**config.mk**
```make
export PLATFORM = sky130hd
export DESIGN_NAME = fifo_burst_reader_flat
export DESIGN_NICKNAME = d
export VERILOG_FILES = /design/src/rtl/fifo_pkg.sv /design/src/rtl/fifo_burst_reader_if.sv /design/src/rtl/skid_buf2.sv /design/src/rtl/fifo_burst_reader.sv /design/src/flat_wrapper.sv
export SDC_FILE = /design/constraint.sdc
export NUM_CORES = 1
export LEC_CHECK = 0
export BUFFER_PORTS_ARGS = -buffer_cell sky130_fd_sc_hd__buf_2
export CAP_MARGIN = 15
export CORE_UTILIZATION = 35
export DETAILED_ROUTE_END_ITERATION = 16
export GPL_TIMING_DRIVEN = 0
export PLACE_DENSITY = 0.62
export RECOVER_POWER = 25
export SETUP_SLACK_MARGIN = 0.15
export SLEW_MARGIN = 20
export SYNTH_ARGS = -nofsm -noshare
export SYNTH_HDL_FRONTEND = slang
export SYNTH_SLANG_ARGS = --single-unit
```
**constraint.sdc**
```tcl
create_clock -name clk -period 2.75 [get_ports clk]
set_clock_uncertainty 0.1 [all_clocks]
set_input_delay 0.1375 -clock clk [delete_from_list [all_inputs] [get_ports clk]]
set_output_delay 0.1375 -clock clk [all_outputs]
set_load 0.1 [all_outputs]
```
**src/rtl/fifo_pkg.sv**
```systemverilog
// Shared definitions for the syncfifo read path: reader states and default sizing.
package fifo_pkg;

    typedef enum logic [1:0] {
        IDLE,
        FETCH,
        DRAIN
    } rd_state_t;

    localparam int unsigned DEF_WIDTH     = 8;
    localparam int unsigned DEF_BURST_LEN = 16;

endpackage

```
**src/rtl/fifo_burst_reader_if.sv**
```systemverilog
// FIFO read port plus outgoing valid/ready stream of the burst reader.
interface fifo_burst_reader_if
    import fifo_pkg::*;
#(
    parameter int unsigned WIDTH = DEF_WIDTH
) ();

    logic             fifo_rd_en;
    logic [WIDTH-1:0] fifo_data_out;
    logic             fifo_empty;
    logic             fifo_prog_empty;
    logic             m_valid;
    logic             m_ready;
    logic [WIDTH-1:0] m_data;
    logic             m_last;

    modport master (
        output fifo_rd_en, m_valid, m_data, m_last,
        input  fifo_data_out, fifo_empty, fifo_prog_empty, m_ready
    );

    modport slave (
        input  fifo_rd_en, m_valid, m_data, m_last,
        output fifo_data_out, fifo_empty, fifo_prog_empty, m_ready
    );

endinterface

```
**src/rtl/skid_buf2.sv**
```systemverilog
// Two-entry in-order buffer; entry 0 is the head presented downstream.
module skid_buf2 #(
    parameter int unsigned WIDTH = 8
) (
    input  logic             clk,
    input  logic             rst,
    input  logic             push,
    input  logic [WIDTH-1:0] push_data,
    input  logic             pop,
    output logic             valid,
    output logic [WIDTH-1:0] data,
    output logic [1:0]       occ
);

    logic [WIDTH-1:0] entry0;
    logic [WIDTH-1:0] entry1;

    always_ff @(posedge clk) begin
        if (rst) begin
            occ    <= '0;
            entry0 <= '0;
            entry1 <= '0;
        end else begin
            case ({push, pop})
                2'b10: begin
                    if (occ == 2'd0) entry0 <= push_data;
                    else             entry1 <= push_data;
                    occ <= occ + 2'd1;
                end
                2'b01: begin
                    entry0 <= entry1;
                    occ    <= occ - 2'd1;
                end
                2'b11: begin
                    // occupancy unchanged; new word lands behind whatever remains
                    if (occ == 2'd1) begin
                        entry0 <= push_data;
                    end else begin
                        entry0 <= entry1;
                        entry1 <= push_data;
                    end
                end
                default: ;
            endcase
        end
    end

    assign valid = (occ != 2'd0);
    assign data  = entry0;

endmodule

```
**src/rtl/fifo_burst_reader.sv**
```systemverilog
// Drains fixed-length bursts from syncfifo into a valid/ready stream with m_last framing.
module fifo_burst_reader
    import fifo_pkg::*;
#(
    parameter int unsigned WIDTH     = DEF_WIDTH,
    parameter int unsigned BURST_LEN = DEF_BURST_LEN,
    parameter int unsigned CNT_W     = $clog2(BURST_LEN + 1)
) (
    input  logic                clk,
    input  logic                rst,
    input  logic                en,
    fifo_burst_reader_if.master bus,
    output logic                busy,
    output logic [CNT_W-1:0]    rd_cnt
);

    localparam logic [CNT_W-1:0] LAST_IDX  = CNT_W'(BURST_LEN - 1);
    localparam logic [CNT_W-1:0] BURST_CNT = CNT_W'(BURST_LEN);

    rd_state_t        state;
    rd_state_t        state_nxt;
    logic [CNT_W-1:0] out_cnt;
    logic             inflight;
    logic             rd_en;
    logic             pop;
    logic             last_beat;
    logic             credit_ok;
    logic [2:0]       credit_used;
    logic [1:0]       occ;
    logic             skid_valid;
    logic [WIDTH-1:0] skid_data;

    skid_buf2 #(
        .WIDTH(WIDTH)
    ) u_skid (
        .clk       (clk),
        .rst       (rst),
        .push      (inflight),
        .push_data (bus.fifo_data_out),
        .pop       (pop),
        .valid     (skid_valid),
        .data      (skid_data),
        .occ       (occ)
    );

    assign pop       = skid_valid && bus.m_ready;
    assign last_beat = (out_cnt == LAST_IDX);

    // A read is issued only if its word still has a skid slot when it lands next cycle.
    assign credit_used = 3'(occ) + 3'(inflight);
    assign credit_ok   = credit_used < (3'd2 + 3'(pop));

    always_comb begin
        state_nxt = state;
        rd_en     = 1'b0;
        case (state)
            IDLE: begin
                if (en && !bus.fifo_prog_empty) state_nxt = FETCH;
            end
            FETCH: begin
                rd_en = !bus.fifo_empty && (rd_cnt < BURST_CNT) && credit_ok;
                if (rd_en && (rd_cnt == LAST_IDX)) state_nxt = DRAIN;
            end
            DRAIN: begin
                if (pop && last_beat) state_nxt = IDLE;
            end
            default: state_nxt = IDLE;
        endcase
    end

    always_ff @(posedge clk) begin
        if (rst) begin
            state    <= IDLE;
            rd_cnt   <= '0;
            out_cnt  <= '0;
            inflight <= 1'b0;
        end else begin
            state    <= state_nxt;
            inflight <= rd_en;
            if (pop && last_beat) begin
                rd_cnt  <= '0;
                out_cnt <= '0;
            end else begin
                if (rd_en) rd_cnt  <= rd_cnt + CNT_W'(1);
                if (pop)   out_cnt <= out_cnt + CNT_W'(1);
            end
        end
    end

    assign bus.fifo_rd_en = rd_en;
    assign bus.m_valid    = skid_valid;
    assign bus.m_data     = skid_data;
    assign bus.m_last     = skid_valid && last_beat;
    assign busy           = (state != IDLE);

endmodule
```
**src/flat_wrapper.sv**
```systemverilog
// flat-port wrapper written by rule: the top's interface ports become plain ports
module fifo_burst_reader_flat import fifo_pkg::*;
#(
    parameter int unsigned WIDTH     = DEF_WIDTH,
    parameter int unsigned BURST_LEN = DEF_BURST_LEN,
    parameter int unsigned CNT_W     = $clog2(BURST_LEN + 1)
)
  (clk, rst, en, busy, rd_cnt, bus_fifo_rd_en, bus_m_valid, bus_m_data, bus_m_last, bus_fifo_data_out, bus_fifo_empty, bus_fifo_prog_empty, bus_m_ready);
  fifo_burst_reader_if #(.WIDTH(WIDTH)) bus_i ();
  input  logic clk;
  input  logic rst;
  input  logic en;
  output logic busy;
  output logic [CNT_W-1:0] rd_cnt;
  output wire logic [$bits(bus_i.fifo_rd_en)-1:0] bus_fifo_rd_en;
  output wire logic [$bits(bus_i.m_valid)-1:0] bus_m_valid;
  output wire logic [$bits(bus_i.m_data)-1:0] bus_m_data;
  output wire logic [$bits(bus_i.m_last)-1:0] bus_m_last;
  input wire logic [$bits(bus_i.fifo_data_out)-1:0] bus_fifo_data_out;
  input wire logic [$bits(bus_i.fifo_empty)-1:0] bus_fifo_empty;
  input wire logic [$bits(bus_i.fifo_prog_empty)-1:0] bus_fifo_prog_empty;
  input wire logic [$bits(bus_i.m_ready)-1:0] bus_m_ready;
  assign bus_fifo_rd_en = bus_i.fifo_rd_en;
  assign bus_m_valid = bus_i.m_valid;
  assign bus_m_data = bus_i.m_data;
  assign bus_m_last = bus_i.m_last;
  assign bus_i.fifo_data_out = bus_fifo_data_out;
  assign bus_i.fifo_empty = bus_fifo_empty;
  assign bus_i.fifo_prog_empty = bus_fifo_prog_empty;
  assign bus_i.m_ready = bus_m_ready;
  fifo_burst_reader #(.WIDTH(WIDTH), .BURST_LEN(BURST_LEN), .CNT_W(CNT_W)) u_core (.clk(clk), .rst(rst), .en(en), .bus(bus_i), .busy(busy), .rd_cnt(rd_cnt));
endmodule
```
# Word level (Yosys, flattened, before mapping)
# Cells that the tools add are included.
[word_totals] register_bits=31 in_bits=14 out_inout_bits=17 word_cells=61
[classes] addsub=6 magnitude_cmp=2 eq_ne=14 n_mux=12 n_reduce_logical=20
[op_table] cell="two-way mux 8 bit" n=4
[op_table] cell="one-hot mux 8 bit (3 select lines)" n=1
[op_table] cell="one-hot mux 8 bit (2 select lines)" n=1
[op_table] cell="adder 5 x 1 -> 5 bit, second input constant" n=2
[op_table] cell="equality test 5 x 4 -> 1 bit, second input constant" n=2
[op_table] cell="nonzero test 2 bit" n=4
[op_table] cell="logical AND 1 bit" n=7
[op_table] cell="equality test 2 x 1 -> 1 bit, second input constant" n=3
[op_table] cell="equality test 2 bit, second input constant" n=3
[op_table] cell="two-way mux 2 bit" n=3
[op_table] cell="inequality test 2 x 1 -> 1 bit, second input constant" n=3
[op_table] cell="inequality test 2 bit, second input constant" n=3
[op_table] cell="one-hot mux 2 bit (3 select lines)" n=1
[op_table] cell="AND reduction 3 bit" n=2
[op_table] cell="less-than comparator 5 bit, second input constant" n=1
[op_table] cell="logical NOT 2 bit" n=2
[op_table] cell="one-hot mux 2 bit (2 select lines)" n=1
[op_table] cell="adder 2 x 1 -> 3 bit" n=1
[op_table] cell="adder 2 x 1 -> 3 bit, first input constant" n=1
[op_table] cell="less-than comparator 3 bit" n=1
[op_table] cell="nonzero test 3 bit" n=1
[op_table] cell="adder 2 x 1 -> 2 bit, second input constant" n=1
[op_table] cell="logical NOT 1 bit" n=2
[op_table] cell="AND reduction 2 bit" n=1
[op_table] cell="other kinds (3)" n=3

# Logic depth before layout (Yosys ltp)
# Gate-level depths: netlist (run 1).
[logic_depth] ltp_word=8 ltp_mapped=9 mapped_depth_nobuf=8

# Hierarchy
# Synthesis (run 1) repeated with hierarchy kept, for this count alone.
[unflattened] cells_unflattened=180 hier_area_um2=1617.8
[modules_own_cells] mod="skid_buf2" instances=1 cells_each=107 area_each_um2=912.1 seq_area_each_um2=360.3
[modules_own_cells] mod="fifo_burst_reader" instances=1 cells_each=73 area_each_um2=705.7 seq_area_each_um2=260.2

# Least setup slack after synthesis (run 1)
# Ideal clock, no wire load.
[synth_timing] path_type="reg-to-output" start="register u_core.out_cnt[0]" end="output bus_m_last" arrival_time_ns=2.155 required_time_ns=2.513 slack_ns=0.358 stages_incl_launch_ff=5 n_path_buf=0 path_cell_list="dfxtp_1 ha_1 and3_1 ha_1 nor2b_1"
[synth_between] elab_chain_cells=2
[synth_lines] element="start: declaration" line_no="fifo_burst_reader.sv:22" rtl="logic [CNT_W-1:0] out_cnt;"
[synth_lines] element="start signal: assignment" line_no="fifo_burst_reader.sv:85" rtl="if (pop) out_cnt <= out_cnt + CNT_W'(1);"
[synth_lines] element="equality test 5 x 4 -> 1 bit" line_no="fifo_burst_reader.sv:47" rtl="assign last_beat = (out_cnt == LAST_IDX);"
[synth_lines] element="logical AND 1 bit" line_no="fifo_burst_reader.sv:93" rtl="assign bus.m_last = skid_valid && last_beat;"
[synth_lines] element="end: declaration" line_no="flat_wrapper.sv:18" rtl="output wire logic [$bits(bus_i.m_last)-1:0] bus_m_last;"
# Every way passes these cells.

# Worst setup path in the final report (run 1)
[layout_timing] start="register u_core.u_skid.occ[0]" end="output bus_fifo_rd_en"
[layout_between] elab_chain_cells=6 word_cells_on_any_way=7 cone_classes="2 x add/sub; 1 x order compare; 1 x mux; 3 x reduce/logical"
[layout_lines] element="start: declaration" line_no="skid_buf2.sv:12" rtl="output logic [1:0] occ"
[layout_lines] element="start signal: assignment" line_no="skid_buf2.sv:28" rtl="occ <= occ + 2'd1;"
[layout_lines] element="start signal: assignment" line_no="skid_buf2.sv:32" rtl="occ <= occ - 2'd1;"
[layout_lines] element="nonzero test 2 bit" line_no="skid_buf2.sv:48" rtl="assign valid = (occ != 2'd0);"
[layout_lines] element="logical AND 1 bit" line_no="fifo_burst_reader.sv:46" rtl="assign pop = skid_valid && bus.m_ready;"
[layout_lines] element="adder 2 x 1 -> 3 bit" line_no="fifo_burst_reader.sv:51" rtl="assign credit_ok = credit_used < (3'd2 + 3'(pop));"
[layout_lines] element="less-than comparator 3 bit *" line_no="fifo_burst_reader.sv:51"
[layout_lines] element="logical AND 1 bit *" line_no="fifo_burst_reader.sv:61" rtl="rd_en = !bus.fifo_empty && (rd_cnt < BURST_CNT) && credit_ok;"
[layout_lines] element="two-way mux 1 bit *" line_no="fifo_burst_reader.sv:56" rtl="case (state)"
[layout_lines] element="end: declaration" line_no="flat_wrapper.sv:15" rtl="output wire logic [$bits(bus_i.fifo_rd_en)-1:0] bus_fifo_rd_en;"
# Every way passes the cells marked *; elsewhere a longest branch is shown, timed or not.

==> results of run 1 <==
cells in the mapped netlist (all sizes together):
library cell,instances,area [µm²]
nand2,2,7.510
or2,2,12.51
a311oi,8,70.07
nand3b,7,52.55
and2,1,6.260
or4b,1,13.76
a22o,1,8.760
nor2b,2,12.51
nand3,10,50.05
and3,2,12.51
dfxtp,31,620.6
a22oi,1,7.510
inv,9,33.78
mux2i,4,40.04
or3,1,6.260
nor2,17,63.81
mux2,1,11.26
a211oi,3,22.52
o22ai,1,6.260
a211o,1,17.52
a2111oi,2,36.29
xnor2,1,8.760
xor2,3,26.28
clkbuf,5,18.77
clkinv,1,8.760
o21ai,26,130.1
buf,3,13.76
or3b,5,46.30
nand4b,1,8.760
ha,11,137.6
nand2b,3,18.77
a21oi,12,60.06
worst min-delay path, delay by kind of cell:
kind	cells	cell delay, ns
buf+inv	1	0.10
simple gates	1	0.05
compound gates	1	0.05
state kept, by name (all words and copies together) (netlist names):
| name | count |
|---|---|
| u_core.inflight | 1 |
| u_core.out_cnt | 5 |
| u_core.rd_cnt | 5 |
| u_core.state | 2 |
| u_core.u_skid.data | 8 |
| u_core.u_skid.entry1 | 8 |
| u_core.u_skid.occ | 2 |
per-layer routing:
layer,part of all wire [%],GRT usage (%),vias up,routed length [µm]
met5,0,0,-,0
met4,1.4,6.122,0,46
met3,3.0,3.052,5,102
met2,44,24.60,22,1500
met1,51,19.78,627,1745
li1,-,-,716,-
cell families after synthesis:
family,Yosys count,share of synthesized area [%]
AOI/OAI and AO/OA,55,22.58
xor gates and xnor gates,4,2.203
adders and majority gates,11,8.654
buffers and inverters,18,4.721
DFF,31,39.02
muxes,5,3.226
and+or+nand+nor,54,19.59
area by class of cell:
class                   instances  share of cell area, %
multi-input cells             129                  48.34
flip-flops and latches         31                  32.98
repair buffers                 30                  7.314
clock buffers                   6                  3.856
well taps                      52                  3.457
inverters                      10                  2.261
plain buffers                   8                  1.795
worst max path at each step:
stage,start,end,slack (ns),cells past startpoint
floorplan,u_core.out_cnt[0],bus_m_last,0.36,4
global placement,u_core.u_skid.occ[1],u_core.u_skid.data[2],0.28,9
detailed placement,u_core.u_skid.occ[1],u_core.u_skid.data[7],0.22,9
CTS,u_core.u_skid.occ[1],u_core.u_skid.data[4],0.18,9
global route,u_core.u_skid.occ[0],u_core.u_skid.data[7],0.15,9
finish,u_core.u_skid.occ[0],bus_fifo_rd_en,0.24,6
where the power goes:
part           internal [mW]  total, mW  switching (mW)
clock network          0.168      0.316           0.148
logic                  0.179      0.789           0.610
registers              0.518      0.565          0.0468
timing repair:
action,CTS,global route
hold endpoints to repair,0,0
gates resized for setup,1,7
pin swaps,0,0
setup endpoints to repair,1,17
==> metrics.yaml, run 1 <==
run_status: "complete, no violations"
whs_endpoint: "u_core.u_skid.entry1[5]"
post-layout-total-power_mw: 1.670
arrival_time_at_the_worst_endpoint_ns: 2.27
dp_hpwl_mm: 2.590
ys_seq_elements: 31
fin_crit_sh_pct: 91.26
maxClockFrequency_ghz: 0.3985
hold_path_startpoint: "bus_fifo_data_out[5]"
route.final.wire_length_mm: 3.394
finalCriticalPeriod_ns: 2.510
vias_per_cell: 5.150
tns_ns: 0
chipWidth_um: 69.41
n_fill_cell: 443
synth_sequential_area_ratio_pct: 39.02
post_synth.cell_area_avg_um2: 8.934
timing.critical_path.to_type: "output port"
grt_overflow_total: 0
postLayoutCoreUtil_pct: 43.22
finish.net_count: 240
clkSlewWorstSetupHoldPaths_ns: 0.06
placed_cells_incl_taps: 260
power.density_cell_area_nw_per_um2: 887.5
clock_latency_ns: 0.27
layout.cell_area.non_filler_um2: 1882
count_of_antenna_diodes_in_the_layout: 0
grt_max_degree: 11
cp_cell_sequence: "ha_1 -> ha_1 -> or4b_4 -> a211o_4 -> clkinv_4 -> buf_4"
drc_errors: 0
detail-route-antenna-nets: 0
cts_setup_buffers: 0
worst_flop_to_flop_path_endpoint: "u_core.u_skid.data[7]"
whs_path_depth: 3
kind_of_start_point_of_the_critical_path: "flip-flop"
critical_path_required_ns: 2.51
htree_levels: 2
postLayoutSetupSlackWorst_ns: 0.2404
max_stage_delay_cell_worst_path: "sky130_fd_sc_hd__or4b_4"
initial_utilization_pct: 36.52
synth_nets: 203
dpl-instance-area_um2: 1805
instances_no_fill: 266
overall_via_count_from_detail_route: 1370
crit_type: "flip-flop to output port"
dp_worst_setup_slack_ns: 0.2181
report.final.slew_viol_count: 0
power.ir.vdd_worst_mv: 0.2578
core_area_um2: 4354
timing.rr.start: "u_core.u_skid.occ[0]"
routedWlPerCell_um: 12.76
cpLargestDelayFamily: "simple AND/OR/NAND/NOR gates"
setup_viol: 0
final_cell_mix: "31 x sky130_fd_sc_hd__dfxtp_1, 25 x sky130_fd_sc_hd__o21ai_0, 19 x sky130_fd_sc_hd__buf_2"
cts-root-buf: "sky130_fd_sc_hd__clkbuf_8"
ff2ff_setup_slack_ns: 0.44
worst_hold_class: "primary input to flip-flop"
critPathMaxStageDelay_ns: 0.53
critical_path.n_buffers_inverters: 2
mappedNetlistArea_um2: 1590
static-leakage-power_nw: 0.7042
die-area_um2: 4817
drt_first_iter_violations: 82
grt_pass1_wl_mm: 5.947
max_slew_margin_pct: 22.15
max_root_sink_buffers: 2
multi_input_comb_area_um2: 909.6
placement_rows: 24
final_hold_viol_count: 0
drive_above_1_share_pct: 19.16
tritoncts: "yes"
postSynthCellCount: 178
quantity_of_hold_fixing_buffers_added_after_cts: 0
globalRouteTotalUtil_pct: 15.21
max_cap_viol_count: 0
actual_slew_at_the_worst_max_slew_pin_ns: 1.173
critPathMostFrequentCell: "sky130_fd_sc_hd__ha_1"
mostFrequentLayoutCell: "sky130_fd_sc_hd__dfxtp_1"
clock-sinks: 31
yosys_warnings: 0
yosysUniqueCellTypes: 37
die_h_um: 69.41
final-seq-area_um2: 620.6
rr_worst_depth: 9
drt_first_pass_iters: 4
fin_hold_ws_ns: 0.03402
cts_inserted_buffers: 5
rsz0062_at_grt: "no"
flow.area_growth_from_synthesis_pct: 18.33
gp_routability_congestion: 0.7372
ioPinCount: 31
first_global_vias: 1304
io_buffers: 30
crit_fanout: 4
initial_antenna_violation_count: 0
Power figures use the tool's default switching activity.
==> run 2, diff against run 1 <==
Settings changed: CORE_UTILIZATION 35 to 50, PLACE_DENSITY 0.62 to 0.8.
==> metrics.yaml, run 2 (synthesis results as in run 1) <==
timing.critical_path.to_type: "output port"
post-layout-total-power_mw: 1.751
critPathMaxStageDelay_ns: 0.48
fin_crit_sh_pct: 91.57
maxClockFrequency_ghz: 0.3971
clock-sinks: 31
critical_path.n_buffers_inverters: 3
drt_first_pass_iters: 4
drt_first_iter_violations: 49
static-leakage-power_nw: 0.7581
run_status: "complete, no violations"
whs_path_depth: 3
overall_via_count_from_detail_route: 1432
clock_latency_ns: 0.34
worst_hold_class: "primary input to flip-flop"
dpl-instance-area_um2: 1795
gp_routability_congestion: 0.8091
crit_type: "flip-flop to output port"
tritoncts: "yes"
max_cap_viol_count: 0
grt_max_degree: 11
chipWidth_um: 58.40
ioPinCount: 31
initial_antenna_violation_count: 0
die_h_um: 58.40
grt_pass1_wl_mm: 5.782
rsz0062_at_grt: "yes"
layout.cell_area.non_filler_um2: 1982
finalCriticalPeriod_ns: 2.518
placement_rows: 20
cts-root-buf: "sky130_fd_sc_hd__clkbuf_4"
worst-path-stages: 6
n_fill_cell: 262
dp_hpwl_mm: 2.455
cpLargestDelayFamily: "simple AND/OR/NAND/NOR gates"
max_slew_margin_pct: 21.33
ff2ff_setup_slack_ns: 0.29
max_root_sink_buffers: 2
power.ir.vdd_worst_mv: 0.3840
drive_above_1_share_pct: 19.64
power.density_cell_area_nw_per_um2: 883.4
htree_levels: 2
count_of_antenna_diodes_in_the_layout: 0
drc_errors: 0
io_buffers: 30
fin_hold_ws_ns: 0.01378
finish.net_count: 248
final_hold_viol_count: 0
tns_ns: 0
arrival_time_at_the_worst_endpoint_ns: 2.28
initial_utilization_pct: 52.52
die-area_um2: 3410
crit_fanout: 9
vias_per_cell: 5.343
mostFrequentLayoutCell: "sky130_fd_sc_hd__dfxtp_1"
setup_viol: 0
clkSlewWorstSetupHoldPaths_ns: 0.10
rr_worst_depth: 9
report.final.slew_viol_count: 0
route.final.wire_length_mm: 3.608
kind_of_start_point_of_the_critical_path: "flip-flop"
final_cell_mix: "31 x sky130_fd_sc_hd__dfxtp_1, 25 x sky130_fd_sc_hd__o21ai_0, 19 x sky130_fd_sc_hd__buf_2"
cp_cell_sequence: "inv_1 -> ha_1 -> or3b_4 -> a211o_4 -> clkinv_4 -> buf_8"
cts_inserted_buffers: 5
critical_path_required_ns: 2.51
first_global_vias: 1337
flow.area_growth_from_synthesis_pct: 24.63
routedWlPerCell_um: 13.46
detail-route-antenna-nets: 0
grt_overflow_total: 0
actual_slew_at_the_worst_max_slew_pin_ns: 1.185
max_stage_delay_cell_worst_path: "sky130_fd_sc_hd__or3b_4"
globalRouteTotalUtil_pct: 22.35
core_area_um2: 3028
-- run 2: cell types whose count changed in the layout (fill, tap and decap cells not counted), moves of 2 or more --
cell	change
sky130_fd_sc_hd__dlygate4sd3_1	+8
sky130_fd_sc_hd__clkbuf_8	-4
sky130_fd_sc_hd__clkbuf_4	+5
sky130_fd_sc_hd__clkbuf_1	-2
-- run 2: layer usage --
metal | routed length (µm) | global-route usage (%) | vias to the layer above
met5 | 0 | 0 | -
met4 | 42 | 8.503 | 0
met3 | 148 | 5.934 | 4
met2 | 1671 | 36.12 | 28
met1 | 1745 | 28.61 | 662
li1 | - | - | 738
-- run 2: area by class of cell --
class	instances	area (µm²)	share of cell area [%]
Inverter	10	42.54	2.146
Sequential cell	31	620.6	31.31
Buffer	8	35.03	1.768
Clock buffer	6	51.30	2.588
Timing Repair Buffer	38	225.2	11.36
Clock inverter	2	35.03	1.768
Tap cell	44	55.05	2.778
Multi-Input combinational cell	129	917.1	46.28
-- run 2: worst paths after layout --
check                                        startpoint                      end
worst max-delay path               u_core.u_skid.occ[0]           bus_fifo_rd_en
worst min-delay path                                 en          u_core.state[0]
worst max register to register     u_core.u_skid.occ[0]    u_core.u_skid.data[1]
worst min register to register  u_core.u_skid.entry1[1]  u_core.u_skid.entry1[1]
-- run 2: tightest hold or removal path, cell delays in order --
cell,delay (ns)
sky130_fd_sc_hd__buf_2,0.09
sky130_fd_sc_hd__a21oi_1,0.11
sky130_fd_sc_hd__a2111oi_0,0.07
-- run 2: what timing repair did --
item | CTS | global route
hold buffers | 8 | 0
resized for setup | 1 | 11
endpoints found under the hold margin | 8 | 0
setup buffers | 0 | 0
endpoints found under the setup margin | 1 | 17
-- run 2: per-stage QoR --
stage                     setup WS (ns)  util [%]  std cells
after floorplan                  0.3580         -        178
after global placement           0.3236     59.30        252
after detailed placement         0.2572     59.30        252
after CTS                        0.1778     64.88        268
after global routing             0.1294     65.45        268
final                            0.2319     65.45        268
-- run 2: report_power, final --
group / internal (mW) / switching (mW)
sequential: 0.517 / 0.0426
combinational: 0.187 / 0.626
clock: 0.215 / 0.163
total: 0.919 / 0.832
==> run 3, diff against run 2 <==
Settings changed: CORE_MARGIN from default to 2, CORE_UTILIZATION 50 to 54, PLACE_DENSITY 0.8 to 0.85.
==> metrics.yaml, run 3 (synthesis results as in run 1) <==
drt_first_pass_iters: 4
drive_above_1_share_pct: 19.73
setup_viol: 0
power.density_cell_area_nw_per_um2: 860.7
tns_ns: 0
cp_cell_sequence: "ha_1 -> ha_1 -> or4b_4 -> a211o_4 -> clkinv_4 -> buf_6"
use_met3_pct: 6.473
clock_latency_ns: 0.34
globalRouteTotalUtil_pct: 25.03
routedWlPerCell_um: 15.65
n_fill_cell: 221
placed_cells_incl_taps: 239
layout.cell_area.non_filler_um2: 1923
placement_rows: 19
count_of_antenna_diodes_in_the_layout: 0
die_h_um: 58.27
initial_antenna_violation_count: 0
htree_levels: 2
crit_fanout: 5
crit_type: "flip-flop to output port"
cts-root-buf: "sky130_fd_sc_hd__clkbuf_4"
kind_of_start_point_of_the_critical_path: "flip-flop"
final_hold_viol_count: 0
power.ir.vdd_worst_mv: 0.7665
dpl-instance-area_um2: 1779
rsz0062_at_grt: "no"
ioPinCount: 31
initial_utilization_pct: 57.17
clkSlewWorstSetupHoldPaths_ns: 0.10
max_root_sink_buffers: 2
worst_hold_class: "primary input to flip-flop"
critPathMostFrequentCell: "sky130_fd_sc_hd__ha_1"
final_cell_mix: "31 x sky130_fd_sc_hd__dfxtp_1, 25 x sky130_fd_sc_hd__o21ai_0, 19 x sky130_fd_sc_hd__buf_2"
use_met1_pct: 32.63
arrival_time_at_the_worst_endpoint_ns: 2.29
first_global_vias: 1318
tritoncts: "yes"
actual_slew_at_the_worst_max_slew_pin_ns: 1.166
grt-busiest-layer: "met2"
met2_track_demand_over_resource_in_global_routing_pct: 39.33
max_stage_delay_cell_worst_path: "sky130_fd_sc_hd__or4b_4"
gp_routability_congestion: 0.8081
finalCriticalPeriod_ns: 2.527
fin_crit_sh_pct: 91.88
overall_via_count_from_detail_route: 1527
drc_errors: 0
critPathMaxStageDelay_ns: 0.52
max_cap_viol_count: 0
instances_no_fill: 254
die-area_um2: 3395
max_slew_margin_pct: 22.63
grt_max_degree: 11
mostFrequentLayoutCell: "sky130_fd_sc_hd__dfxtp_1"
run_status: "complete, no violations"
grt_pass1_wl_mm: 6.354
flow.area_growth_from_synthesis_pct: 20.93
vias_per_cell: 6.012
detail-route-antenna-nets: 0
timing.critical_path.to_type: "output port"
report.final.slew_viol_count: 0
maxClockFrequency_ghz: 0.3958
drt_first_iter_violations: 67
clock-sinks: 31
critical_path_required_ns: 2.51
chipWidth_um: 58.27
dp_hpwl_mm: 2.532
io_buffers: 30
cts_setup_buffers: 0
grt_overflow_total: 0
core_area_um2: 2781
finish.net_count: 248
route.final.wire_length_mm: 3.975
cts_inserted_buffers: 5
static-leakage-power_nw: 0.7337
run 3: cell types whose count changed in the layout (fill, tap and decap cells not counted):
cell,before,now
sky130_fd_sc_hd__nor2b_2,0,1
sky130_fd_sc_hd__clkbuf_1,16,17
sky130_fd_sc_hd__clkbuf_2,2,1
sky130_fd_sc_hd__nor2b_4,1,0
sky130_fd_sc_hd__inv_2,0,1
sky130_fd_sc_hd__bufinv_16,1,0
sky130_fd_sc_hd__inv_1,9,8
sky130_fd_sc_hd__buf_8,1,0
sky130_fd_sc_hd__ha_2,1,2
sky130_fd_sc_hd__nor2_2,0,1
sky130_fd_sc_hd__ha_1,10,9
sky130_fd_sc_hd__nor2_4,1,0
sky130_fd_sc_hd__buf_6,0,1
run 3: worst max-delay path: cells and delay by family (launching register included):
kind,cells,cell delay (ns)
DFF,1,0.38
AOI/OAI and AO/OA,1,0.37
adders and majority gates,2,0.38
and+or+nand+nor,1,0.52
buffers and inverters,2,0.28
run 3: path summary, 6_finish.rpt:
check | end | slack [ns] | start | cells past startpoint
worst min register to register | u_core.out_cnt[3] | 0.39 | u_core.out_cnt[3] | 2
worst max register to register | u_core.u_skid.data[7] | 0.39 | u_core.u_skid.occ[1] | 9
worst min-delay path | u_core.rd_cnt[0] | 0.02 | rst | 3
worst max-delay path | bus_fifo_rd_en | 0.22 | u_core.inflight | 6
run 3: power breakdown:
part | leakage [nW] | total [mW] | switching, mW | internal, mW
logic | 0.448 | 0.812 | 0.624 | 0.187
registers | 0.252 | 0.561 | 0.0441 | 0.517
clock network | 0.0341 | 0.282 | 0.164 | 0.118
run 3: final cells by class:
cell class	instances	area (µm²)	area share, %
Sequential cell	31	620.6	32.27
Buffer	8	33.78	1.757
Multi-Input combinational cell	129	909.6	47.30
Clock buffer	6	51.30	2.668
Inverter	10	42.54	2.212
Tap cell	31	38.79	2.017
Clock inverter	1	5.005	0.2602
Timing Repair Buffer	38	221.5	11.52
run 3: metrics by stage:
| step | hold WS, ns | worst slack (ns) | power [mW] | util, % |
|---|---|---|---|---|
| detailed placement | 0.3095 | 0.2659 | 1.354 | 63.97 |
| finish | 0.01758 | 0.2233 | 1.655 | 69.14 |
| floorplan | 0.1852 | 0.3580 | 1.225 | - |
| global route | 0.02451 | 0.1640 | 1.732 | 69.14 |
| global placement | 0.3041 | 0.3231 | 1.343 | 63.97 |
| CTS | 0.02765 | 0.1828 | 1.636 | 68.96 |
run 3: per-layer routing:
metal | part of all wire, % | vias to the layer above | wire, µm
li1 | - | 739 | -
met1 | 42 | 715 | 1679
met2 | 49 | 62 | 1944
met3 | 7.2 | 11 | 286
met4 | 1.6 | 0 | 65
met5 | 0 | - | 0
run 3: what timing repair did:
item | CTS | global route
hold buffers | 8 | 0
endpoints found under the setup margin | 1 | 17
hold endpoints to repair | 9 | 0
gates cloned | 0 | 0
resized for setup | 1 | 8
